===== config.mk =====
export PLATFORM = sky130hd
export DESIGN_NAME = serv_dbg_ctrl
export DESIGN_NICKNAME = d
export VERILOG_FILES = /design/src/rtl/serv_dbg_pkg.sv /design/src/rtl/serv_dbg_cause_enc.sv /design/src/rtl/serv_dbg_ctrl.sv
export SDC_FILE = /design/constraint.sdc
export NUM_CORES = 1
export LEC_CHECK = 0
export BUFFER_PORTS_ARGS = -buffer_cell sky130_fd_sc_hd__buf_2
export CAP_MARGIN = 0
export CORE_AREA = 2 2 39 41
export CTS_BUF_LIST = sky130_fd_sc_hd__clkbuf_16
export CTS_CLUSTER_DIAMETER = 150
export CTS_CLUSTER_SIZE = 40
export DETAILED_ROUTE_END_ITERATION = 10
export DIE_AREA = 0 0 41 43
export PLACE_DENSITY = 0.79
export SLEW_MARGIN = 25
export SYNTH_ARGS = -nofsm -noshare
export SYNTH_HDL_FRONTEND = slang
export SYNTH_SLANG_ARGS = --single-unit

===== constraint.sdc =====
create_clock -name i_clk -period 2.9 [get_ports i_clk]
set_input_delay 0.435 -clock i_clk [delete_from_list [all_inputs] [get_ports i_clk]]
set_output_delay 0.435 -clock i_clk [all_outputs]
set_load 0.01 [all_outputs]

===== src/rtl/serv_dbg_pkg.sv =====
// Shared types for the debug-mode sequencer: FSM state encoding and dcsr.cause values.
// SERV_DBG_STEP_EN adds the STEP state (and therefore a third state bit).
package serv_dbg_pkg;

  localparam logic [2:0] CAUSE_EBREAK  = 3'd1;
  localparam logic [2:0] CAUSE_HALTREQ = 3'd3;
  localparam logic [2:0] CAUSE_STEP    = 3'd4;

`ifdef SERV_DBG_STEP_EN
  typedef enum logic [2:0] {
    RUN    = 3'd0,
    HALTED = 3'd1,
    RESUME = 3'd2,
    RESET  = 3'd3,
    STEP   = 3'd4
  } dbg_state_e;
`else
  typedef enum logic [1:0] {
    RUN    = 2'd0,
    HALTED = 2'd1,
    RESUME = 2'd2,
    RESET  = 2'd3
  } dbg_state_e;
`endif

endpackage


===== src/rtl/serv_dbg_cause_enc.sv =====
// Priority encoder for debug-entry sources: step > ebreak > haltreq.
module serv_dbg_cause_enc (
  input  logic       i_step,
  input  logic       i_ebreak,
  input  logic       i_haltreq,
  output logic       o_valid,
  output logic [2:0] o_cause
);
  import serv_dbg_pkg::*;

  always_comb begin
    o_valid = 1'b1;
    o_cause = 3'd0;
    if (i_step)         o_cause = CAUSE_STEP;
    else if (i_ebreak)  o_cause = CAUSE_EBREAK;
    else if (i_haltreq) o_cause = CAUSE_HALTREQ;
    else                o_valid = 1'b0;
  end

endmodule


===== src/rtl/serv_dbg_ctrl.sv =====
// Debug-mode sequencer: halt/resume/step/ndmreset handling at instruction boundaries.
// Define SERV_DBG_STEP_EN to build the single-step (STEP state, cause 4) support.
module serv_dbg_ctrl #(
  parameter bit STALL_ON_RESET = 1'b0
) (
  input  logic       i_clk,
  input  logic       i_rst,
  input  logic       i_haltreq,
  input  logic       i_resumereq,
  input  logic       i_ndmreset,
  input  logic       i_init,
  input  logic       i_cnt_done,
  input  logic       i_ebreak,
  input  logic       i_ebreakm,
  input  logic       i_dret,
  input  logic       i_dbg_step,
  output logic       o_dbg_halt,
  output logic       o_dbg_reset,
  output logic       o_stall,
  output logic       o_halted,
  output logic       o_resumeack,
  output logic       o_dpc_wen,
  output logic [2:0] o_cause
);
  import serv_dbg_pkg::*;

  dbg_state_e r_state;
  logic       r_stall, r_halted, r_ack, r_dpc_wen, r_dbg_reset, r_dbg_halt;
  logic       r_ndm_q, r_rst_tail;
  logic [2:0] r_cause;

  logic       w_bnd, w_ndm_rise, w_in_step, w_enc_valid, w_enter;
  logic [2:0] w_enc_cause, w_enter_cause;
  dbg_state_e w_resume_tgt;

  assign w_bnd      = i_cnt_done & ~i_init;
  assign w_ndm_rise = i_ndmreset & ~r_ndm_q;

`ifdef SERV_DBG_STEP_EN
  assign w_in_step    = (r_state == STEP);
  assign w_resume_tgt = i_dbg_step ? STEP : RUN;
`else
  logic w_unused_step;
  assign w_unused_step = i_dbg_step;
  assign w_in_step     = 1'b0;
  assign w_resume_tgt  = RUN;
`endif

  // A pending haltreq must not steal the cause from an in-flight step.
  serv_dbg_cause_enc u_cause_enc (
    .i_step    (w_in_step),
    .i_ebreak  (i_ebreak & i_ebreakm),
    .i_haltreq (i_haltreq & ~w_in_step),
    .o_valid   (w_enc_valid),
    .o_cause   (w_enc_cause)
  );

  always_comb begin
    w_enter       = 1'b0;
    w_enter_cause = w_enc_cause;
    case (r_state)
      RUN:   w_enter = w_bnd & ~i_dret & w_enc_valid;
`ifdef SERV_DBG_STEP_EN
      STEP:  w_enter = w_bnd & ~i_dret;
`endif
      RESET: begin
        w_enter       = r_rst_tail & ~i_ndmreset & i_haltreq;
        w_enter_cause = CAUSE_HALTREQ;
      end
      default: ;
    endcase
  end

  always_ff @(posedge i_clk or posedge i_rst) begin
    if (i_rst) begin
      r_state     <= STALL_ON_RESET ? HALTED : RUN;
      r_stall     <= STALL_ON_RESET;
      r_halted    <= STALL_ON_RESET;
      r_cause     <= STALL_ON_RESET ? CAUSE_HALTREQ : 3'd0;
      r_ack       <= 1'b0;
      r_dpc_wen   <= 1'b0;
      r_dbg_reset <= 1'b0;
      r_dbg_halt  <= 1'b0;
      r_ndm_q     <= 1'b0;
      r_rst_tail  <= 1'b0;
    end else begin
      r_ndm_q    <= i_ndmreset;
      r_dpc_wen  <= w_enter & ~w_ndm_rise;
      r_dbg_halt <= w_enter & ~w_ndm_rise & (w_enter_cause == CAUSE_HALTREQ);
      if (!i_resumereq) r_ack <= 1'b0;

      if (w_ndm_rise) begin
        r_state     <= RESET;
        r_dbg_reset <= 1'b1;
        r_rst_tail  <= 1'b0;
        r_stall     <= 1'b0;
        r_halted    <= 1'b0;
      end else if (w_enter) begin
        r_state     <= HALTED;
        r_stall     <= 1'b1;
        r_halted    <= 1'b1;
        r_cause     <= w_enter_cause;
        r_dbg_reset <= 1'b0;
        r_rst_tail  <= 1'b0;
      end else begin
        case (r_state)
          HALTED: if (i_resumereq) begin
            r_state  <= RESUME;
            r_stall  <= 1'b0;
            r_halted <= 1'b0;
            r_ack    <= 1'b1;
          end
          RESUME: r_state <= w_resume_tgt;
          // Reset is held one extra cycle after ndmreset drops.
          RESET: if (!i_ndmreset) begin
            if (r_rst_tail) begin
              r_state     <= RUN;
              r_dbg_reset <= 1'b0;
              r_rst_tail  <= 1'b0;
            end else begin
              r_rst_tail  <= 1'b1;
            end
          end
          default: if (w_bnd && i_dret) r_state <= RUN;
        endcase
      end
    end
  end

  assign o_dbg_halt  = r_dbg_halt;
  assign o_dbg_reset = r_dbg_reset;
  assign o_stall     = r_stall;
  assign o_halted    = r_halted;
  assign o_resumeack = r_ack;
  assign o_dpc_wen   = r_dpc_wen;
  assign o_cause     = r_cause;

endmodule


==> results.cfg, run 1 <==
[clock_tree]
hold_buffers = 0
clock_sinks = 11
cts_setup_buffers = 0
cts-htree-levels = 1
cts_tree = done
clock-root-buffer = clkbuf_16
cts_buffers = 3
cts_resized = 0
clkTransAtPathRegs_ps = 40
clk_path_buf_depth = 2
clk_latency_ps = 240

[power]
peakVddDrop_mv = 0.639
p_leak_nw = 0.398
power_density_nw_per_um2 = 1010

[setup_path]
critPathMaxStageDelay_ps = 410
reg2reg_depth = 5
crit_chain = ha_1, nor2b_4, a32oi_4, nor3_2, or2_2
timing.rr.end = o_cause[0]
crit_required_ps = 3020
crit_path_max_fanout = 6
arrival_ps = 1810
end_kind = flop
slowest_stage = dfrtp_1
reg2reg_slack_ps = 1210
critPathKind = flop to flop
reg2reg_from = r_state[0]
critPathLaunchType = flop

[floorplan]
initial_core_util = 0.457
placementRows = 14
pin_count = 20
core_um2 = 1380
die_x_um = 41
fp.dieH_um = 43
die-area_um2 = 1760

[logic_synthesis]
avgSynthCellArea_um2 = 10.4
syn_area_um2 = 632
ys_seq_elements = 11
syn-instance-count = 61
ys_types = 31
synth-async-reset-ratio = 1.00
ys_warn_count = 0
synth_flop_cell = dfrtp_1
synth_edf_count = 0
syn_nets = 75
ys_seq_area_frac = 0.436

[global_routing]
antenna_found_initial = 0
grt_max_degree = 12
grtUsageTotal = 0.191
grt_pass1_wl_um = 2150
grt_pass1_vias = 502
overflow = 0

[cells_and_area]
nNetsFinal = 95
seq_area_um2 = 275
finish.utilization = 0.580
multiInputGateArea_um2 = 323
drive_above_1_share = 0.338
fill_cells = 112
final_cell_area_um2 = 802
num_antenna_cells = 0
area_growth_pct = 26.9
finalNonFillerCells = 96

[outcome]
status = finished clean

[timing]
tns_ps = 0
setup_viol = 0
whs_ps = 180
fmax_mhz = 591
fin_crit_sh = 0.583
skew_ps = 2.59
period_minus_slack_ps = 1690
rsz0062_at_grt = false
hold_viol_final = 0
slew_violations = 0

[placement]
place_area_um2 = 722
place_inst = 92
dp_hpwl_um = 911
io_buffers = 17
gp_congestion = 0.818

[drt]
vias = 504
drtPass1Iterations = 4
drc = 0
vias_per_cell = 5.25
postRouteAntennaNets = 0
drt_wl_total_um = 1220
initialDrtViolationCount = 9
wl_per_cell_um = 12.7

[worst_hold_path]
hold_class = input port to asynchronous set/reset pin

[job]
drv_cap = 0
[through the flow]
stage	setup WS [ps]	power, mW
2_1_floorplan	1370	0.475
3_3_place_gp	1230	0.545
3_5_place_dp	1230	0.554
4_1_cts	1210	0.814
5_1_grt	1110	0.875
6_report	1210	0.808
[cells in the final DEF, fill, tap and decap left out, drive strengths merged, types with 2 or more instances in the layout]
| master | n |
|---|---|
| a21oi | 3 |
| buf | 17 |
| clkbuf | 3 |
| dfrtp | 11 |
| ha | 3 |
| inv | 5 |
| nand2 | 5 |
| nand2b | 2 |
| nor2 | 3 |
| nor2b | 3 |
| nor3 | 3 |
| o21ai | 3 |
| or2 | 2 |
[where the power goes]
group	internal (mW)	switching, mW	leakage, nW
clock network	0.183	0.0724	0.0409
registers	0.204	0.0359	0.135
logic	0.145	0.168	0.223
[state kept, by name, summed over array words and instances (netlist names)]
name,count
o_resumeack,1
r_rst_tail,1
o_dbg_halt,1
r_ndm_q,1
o_dpc_wen,1
o_dbg_reset,1
o_cause,2
r_state,2
o_halted,1
[kinds of logic after synthesis]
family | count (synthesis) | share of synthesized area
compound gates | 17 | 0.224
fa+ha+maj | 3 | 0.0594
buf+inv | 7 | 0.0535
flops | 11 | 0.436
mux | 1 | 0.0158
other cells | 1 | 0.00593
simple gates | 21 | 0.206
[per-layer routing]
metal,part of all wire,GRT usage,vias to the layer above
li1,-,-,254
met1,0.45,0.236,239
met2,0.50,0.272,8
met3,0.034,0.0785,3
met4,0.017,0.100,0
met5,0,0,-
[critical path, delay by kind of cell (launching register included)]
| family | cells | cell delay [ps] |
|---|---|---|
| and+or+nand+nor | 3 | 550 |
| DFF | 1 | 410 |
| AOI/OAI and AO/OA | 1 | 320 |
| adders and majority gates | 1 | 290 |
[layout make-up]
class | count | area share
clock buffer | 3 | 0.0936
clock inverter | 1 | 0.00624
inverter | 5 | 0.0234
multi-input combinational | 43 | 0.402
sequential | 11 | 0.343
tap | 16 | 0.0250
timing repair buffer | 17 | 0.106
[how the worst max path moves through the flow]
stage                     slack [ps]          to       start  depth (start not counted)
final                           1210  o_cause[0]  r_state[0]                          5
after global routing            1110  o_cause[0]  r_state[0]                          5
after CTS                       1210  o_cause[0]  r_state[0]                          5
after detailed placement        1230  o_cause[0]  r_state[0]                          5
after global placement          1230  o_cause[0]  r_state[0]                          5
after floorplan                 1370  o_cause[0]  r_state[0]                          5
[Yosys cell counts (2+ instances only)]
master | instances | share of area
buf_4 | 2 | 0.024
nand2_1 | 5 | 0.030
nor3_1 | 2 | 0.016
nor2_1 | 3 | 0.018
o21ai_0 | 3 | 0.024
nand2b_1 | 2 | 0.020
dfrtp_1 | 11 | 0.44
ha_1 | 3 | 0.059
inv_1 | 5 | 0.030
nor2b_1 | 2 | 0.020
a21oi_1 | 3 | 0.024
No activity file was read; power rests on OpenSTA's default activity.
==> inputs of run 2 (changes only) <==
--- a/config.mk
+++ b/config.mk
@@ -7,13 +7,13 @@
 export LEC_CHECK = 0
 export BUFFER_PORTS_ARGS = -buffer_cell sky130_fd_sc_hd__buf_2
 export CAP_MARGIN = 0
-export CORE_AREA = 2 2 39 41
+export CORE_MARGIN = 2
+export CORE_UTILIZATION = 48
 export CTS_BUF_LIST = sky130_fd_sc_hd__clkbuf_16
 export CTS_CLUSTER_DIAMETER = 150
 export CTS_CLUSTER_SIZE = 40
 export DETAILED_ROUTE_END_ITERATION = 10
-export DIE_AREA = 0 0 41 43
-export PLACE_DENSITY = 0.79
+export PLACE_DENSITY = 0.8
 export SLEW_MARGIN = 25
 export SYNTH_ARGS = -nofsm -noshare
 export SYNTH_HDL_FRONTEND = slang
==> constraint.sdc (replaced) <==
create_clock -name i_clk -period 1.7 [get_ports i_clk]
set_input_delay 0.255 -clock i_clk [delete_from_list [all_inputs] [get_ports i_clk]]
set_output_delay 0.255 -clock i_clk [all_outputs]
set_load 0.01 [all_outputs]
==> results.cfg, run 2 (synthesized netlist as in run 1, its figures left out) <==
[drt]
initialDrtViolationCount = 4
postRouteAntennaNets = 0
wl_per_cell_um = 12.1
drc = 0
vias = 495
drt_wl_total_um = 1180
vias_per_cell = 5.10
drtPass1Iterations = 4

[clock_tree]
clk_latency_ps = 240
clk_path_buf_depth = 2
cts-htree-levels = 1
clock_sinks = 11
clkTransAtPathRegs_ps = 40
clock-root-buffer = clkbuf_16
cts_buffers = 3
cts_tree = done
cts_setup_buffers = 0

[setup_path]
crit_chain = inv_1, ha_2, and4bb_2, a32oi_4, nor3_4, or2_4
reg2reg_depth = 6
slowest_stage = dfrtp_1
critPathLaunchType = flop
crit_required_ps = 1820
reg2reg_from = r_state[0]
critPathMaxStageDelay_ps = 390
timing.rr.end = o_cause[0]
arrival_ps = 1730
end_kind = flop
crit_path_max_fanout = 6
reg2reg_slack_ps = 90
critPathKind = flop to flop

[cells_and_area]
finalNonFillerCells = 97
mostFrequentLayoutCells = 17 x buf_2, 11 x dfrtp_1, 6 x inv_1
nNetsFinal = 97
multiInputGateArea_um2 = 337
seq_area_um2 = 275
final_common_cell = buf_2
drive_above_1_share = 0.366
num_antenna_cells = 0
final_cell_area_um2 = 828
fill_cells = 106
finish.utilization = 0.653
area_growth_pct = 31.1

[timing]
whs_ps = -4.98
rsz0062_at_grt = true
fin_crit_sh = 0.948
hold_viol_final = 11
setup_viol = 0
slew_violations = 0
skew_ps = 2.31
period_minus_slack_ps = 1610
fmax_mhz = 621
fin_ws_ps = 88.5

[global_routing]
overflow = 0
grt_pass1_vias = 458
grtUsageTotal = 0.193
antenna_found_initial = 0
grt_max_degree = 12
grt_pass1_wl_um = 1900

[placement]
io_buffers = 17
gp_congestion = 0.765
dp_hpwl_um = 933
place_area_um2 = 736
pre_cts_ws_ps = 44.4
place_inst = 93

[floorplan]
die-area_um2 = 1620
die_x_um = 40.3
fp.dieH_um = 40.3
core_um2 = 1270
initial_core_util = 0.498
placementRows = 13
pin_count = 20

[outcome]
status = complete, but fails checks
violations = hold timing

[job]
drv_cap = 0

[worst_hold_path]
hold_class = input port to asynchronous set/reset pin

[power]
power_density_nw_per_um2 = 1740
peakVddDrop_mv = 1.09
p_leak_nw = 0.411
==> run 2: cell count changes in the layout (fill, tap and decap cells not counted), sizes merged <==
| cell | delta |
|---|---|
| clkinv | -1 |
| inv | +1 |
| buf | +2 |
==> run 2: per-layer routing <==
layer  vias up  wire length [um]  GRT usage
met4         0                27      0.125
met1       225               522      0.219
met5         -                 0          0
li1        258                 -          -
met3         5                47     0.0833
met2         7               581      0.294
==> run 2: report_power, final <==
group / leakage (nW) / internal, mW / switching, mW
logic: 0.234 / 0.303 / 0.309
registers: 0.135 / 0.348 / 0.0600
clock network: 0.0423 / 0.308 / 0.112
total: 0.411 / 0.959 / 0.481
==> run 2: worst max-delay path by stage <==
stage	from	end	slack (ps)	cells after the start
6_report	r_state[0]	o_cause[0]	90	6
2_1_floorplan	r_state[0]	o_cause[0]	170	5
5_1_grt	r_state[1]	r_state[1]	-5	6
4_1_cts	r_state[0]	o_cause[0]	6	6
3_3_place_gp	r_state[0]	o_cause[0]	60	6
3_5_place_dp	r_state[0]	o_cause[0]	40	6
==> run 2: critical path, delay by kind of cell, from the launching register on <==
| family | cells | cell delay [ps] |
|---|---|---|
| AO/OA/AOI/OAI | 1 | 290 |
| AND/OR/NAND/NOR | 3 | 580 |
| flip-flops | 1 | 390 |
| adder cells (fa/ha/maj) | 1 | 170 |
| buffers and inverters | 1 | 60 |
==> run 2: area by class of cell <==
class | count | area share
Inverter | 5 | 0.0227
Clock inverter | 1 | 0.00453
Timing Repair Buffer | 19 | 0.121
Multi-Input combinational cell | 43 | 0.406
Sequential cell | 11 | 0.332
Tap cell | 15 | 0.0227
Clock buffer | 3 | 0.0906
==> run 2: timing repair <==
item | in CTS | in global routing
hold buffers | 0 | 0
endpoints found under the hold margin | 0 | 0
endpoints found under the setup margin | 0 | 2
resized for setup | 0 | 4
==> run 2: per-stage QoR <==
step,setup TNS [ps],power [mW]
2_1_floorplan,0,0.810
3_3_place_gp,0,0.978
3_5_place_dp,0,0.996
4_1_cts,0,1.43
5_1_grt,-4.73,1.54
6_report,0,1.44
==> inputs of run 3 (changes only) <==
--- a/config.mk
+++ b/config.mk
@@ -5,15 +5,17 @@
 export SDC_FILE = /design/constraint.sdc
 export NUM_CORES = 1
 export LEC_CHECK = 0
+export ABC_AREA = 1
 export BUFFER_PORTS_ARGS = -buffer_cell sky130_fd_sc_hd__buf_2
 export CAP_MARGIN = 0
 export CORE_MARGIN = 2
-export CORE_UTILIZATION = 48
+export CORE_UTILIZATION = 47
 export CTS_BUF_LIST = sky130_fd_sc_hd__clkbuf_16
 export CTS_CLUSTER_DIAMETER = 150
 export CTS_CLUSTER_SIZE = 40
 export DETAILED_ROUTE_END_ITERATION = 10
-export PLACE_DENSITY = 0.8
+export PLACE_DENSITY = 0.79
+export SKIP_CTS_REPAIR_TIMING = 1
 export SLEW_MARGIN = 25
 export SYNTH_ARGS = -nofsm -noshare
 export SYNTH_HDL_FRONTEND = slang
==> results.cfg, run 3 <==
[drt]
wl_per_cell_um = 10.0
wl_met1_um = 452
vias = 516
drt_wl_total_um = 1090
postRouteAntennaNets = 0
vias_per_cell = 4.73
wl_met3_um = 61
routed.top_layer = met3
drtPass1Iterations = 4
drc = 0
dr_wl_met2_um = 579
initialDrtViolationCount = 8

[outcome]
violations = hold timing
status = complete, but fails checks

[floorplan]
initial_core_util = 0.488
core_um2 = 1270
die-area_um2 = 1620
fp.dieH_um = 40.3
pin_count = 20
die_x_um = 40.3
placementRows = 13

[timing]
setup_viol = 0
slew_violations = 0
hold_viol_final = 5
fin_crit_sh = 0.830
fmax_mhz = 709
skew_ps = 5.30
period_minus_slack_ps = 1410
whs_ps = -5.42
fin_ws_ps = 290
tns_ps = 0
rsz0062_at_grt = false

[cells_and_area]
num_antenna_cells = 0
nNetsFinal = 109
drive_above_1_share = 0.330
mostFrequentLayoutCells = 17 x buf_2, 16 x nand2_1, 15 x inv_1
area_growth_pct = 27.1
final_common_cell = buf_2

[logic_synthesis]
ys_seq_area_frac = 0.444
synth_simple_gate_area_frac = 0.319
synth_mux_area_frac = 0
synth_top_area_frac = 0.444
synth-async-reset-ratio = 1.00
syn_nets = 89
syn_area_um2 = 619
avgSynthCellArea_um2 = 8.26
synth_compound_area_frac = 0.0545
synthTopCellsByCount = 16 x nand2_1, 14 x inv_1, 11 x dfrtp_1
synth.area.top_cells = dfrtp_1 44%, nand2_1 9.7%, inv_1 8.5%, ha_1 6.1%, nand3_1 4.8%
synth_adder_area_share = 0.0606
synth_flop_cell = dfrtp_1
ys_seq_elements = 11
syn-instance-count = 75
synth_top_family_by_area = simple AND/OR/NAND/NOR gates
ys_types = 22
synth_edf_count = 0
yosysMostFrequentCell = nand2_1
synth_largest_area_cell = dfrtp_1
yosys.area_share.xor_xnor = 0
ys_warn_count = 0

[clock_tree]
cts-htree-levels = 1
clk_path_buf_depth = 2
clkTransAtPathRegs_ps = 40
clock_sinks = 11
clk_latency_ps = 230
cts_tree = done
cts_buffers = 3
clock-root-buffer = clkbuf_16

[placement]
dp_hpwl_um = 890
io_buffers = 17
gp_congestion = 0.822
pre_cts_ws_ps = 290

[setup_path]
crit_path_max_fanout = 4
crit_required_ps = 1820
critPathLaunchType = flop
arrival_ps = 1530
end_kind = flop
critPathKind = flop to flop

[global_routing]
antenna_found_initial = 0
grt_pass1_vias = 457
overflow = 0
grt_pass1_wl_um = 1730
grtUsageTotal = 0.158
grt_max_degree = 12

[power]
pwr-share-clk = 0.340
switchingPower_mw = 0.406
seq_power_share = 0.312
p_leak_nw = 0.459
swShare = 0.335
combPwrFrac = 0.348
p_int_mw = 0.806
peakVddDrop_mv = 0.923
power_density_nw_per_um2 = 1540

[job]
drv_cap = 0

[worst_hold_path]
hold_class = input port to asynchronous set/reset pin
==> run 3: cell types whose count changed after synthesis, sizes merged, moves of 2 or more <==
cell and change:
o21ai -2, nand2b -2, nand2 +14, nor2b -3
inv +10, nand3 +8, nor2 +5
==> run 3: kinds of logic (layout without fill, tap and decap cells) <==
| group | count (synthesis) | after routing |
|---|---|---|
| and+or+nand+nor | 38 | 38 |
| buffers and inverters | 17 | 36 |
| DFF | 11 | 11 |
| AOI/OAI and AO/OA | 5 | 5 |
| adders and majority gates | 3 | 3 |
| other | 1 | 1 |
==> run 3: metal layers <==
metal	track usage	vias up
met4	0	0
met3	0.0500	0
met1	0.175	238
met5	0	-
met2	0.306	13
li1	-	265
==> run 3: layout make-up <==
cell class	count	area, um^2
Fill cell	108	482
Timing Repair Buffer	17	85.1
Sequential cell	11	275
Multi-Input combinational cell	47	273
Inverter	15	56.3
Clock buffer	3	75.1
Tap cell	15	18.8
Clock inverter	1	3.75
==> run 3: per-stage QoR <==
stage          total power, mW  std cells  area (um^2)   util  hold slack (ps)
2_1_floorplan            0.694         75          619      -              107
3_3_place_gp             0.784        105          708  0.558              246
3_5_place_dp             0.802        105          708  0.558              253
4_1_cts                   1.22        109          787  0.620             6.92
5_1_grt                   1.30        109          787  0.620             49.5
6_report                  1.21        109          787  0.620            -5.42
==> run 3: path summary, 6_finish.rpt <==
check / start / endpoint / slack (ps) / cells past startpoint
worst min-delay path: i_rst / r_state[1] / -5 / 2
worst min register to register: o_cause[0] / o_cause[0] / 460 / 1
worst max register to register: r_state[1] / r_state[1] / 290 / 11
worst max-delay path: r_state[1] / r_state[1] / 290 / 11
min in group i_clk: i_ndmreset / r_ndm_q / 170 / 1
max in group asynchronous: i_rst / o_cause[0] / 1420 / 2
==> run 3: power groups by stage <==
stage,combinational (mW),clock [mW],sequential [mW]
4_1_cts,0.423,0.421,0.379
6_report,0.422,0.412,0.378
3_3_place_gp,0.405,0,0.379
2_1_floorplan,0.295,0,0.399
5_1_grt,0.477,0.433,0.386
3_5_place_dp,0.419,0,0.383
==> run 3: worst max-delay path, cell delays in order, from the launching register on <==
cell     delay [ps]
dfrtp_1         380
inv_1            80
ha_1            140
inv_1            30
nor2_1           80
nand3_1          90
nand2_2         100
nand2_4          70
nand3_1         100
nand3_1         100
nand2_1          70
nand2_1          50
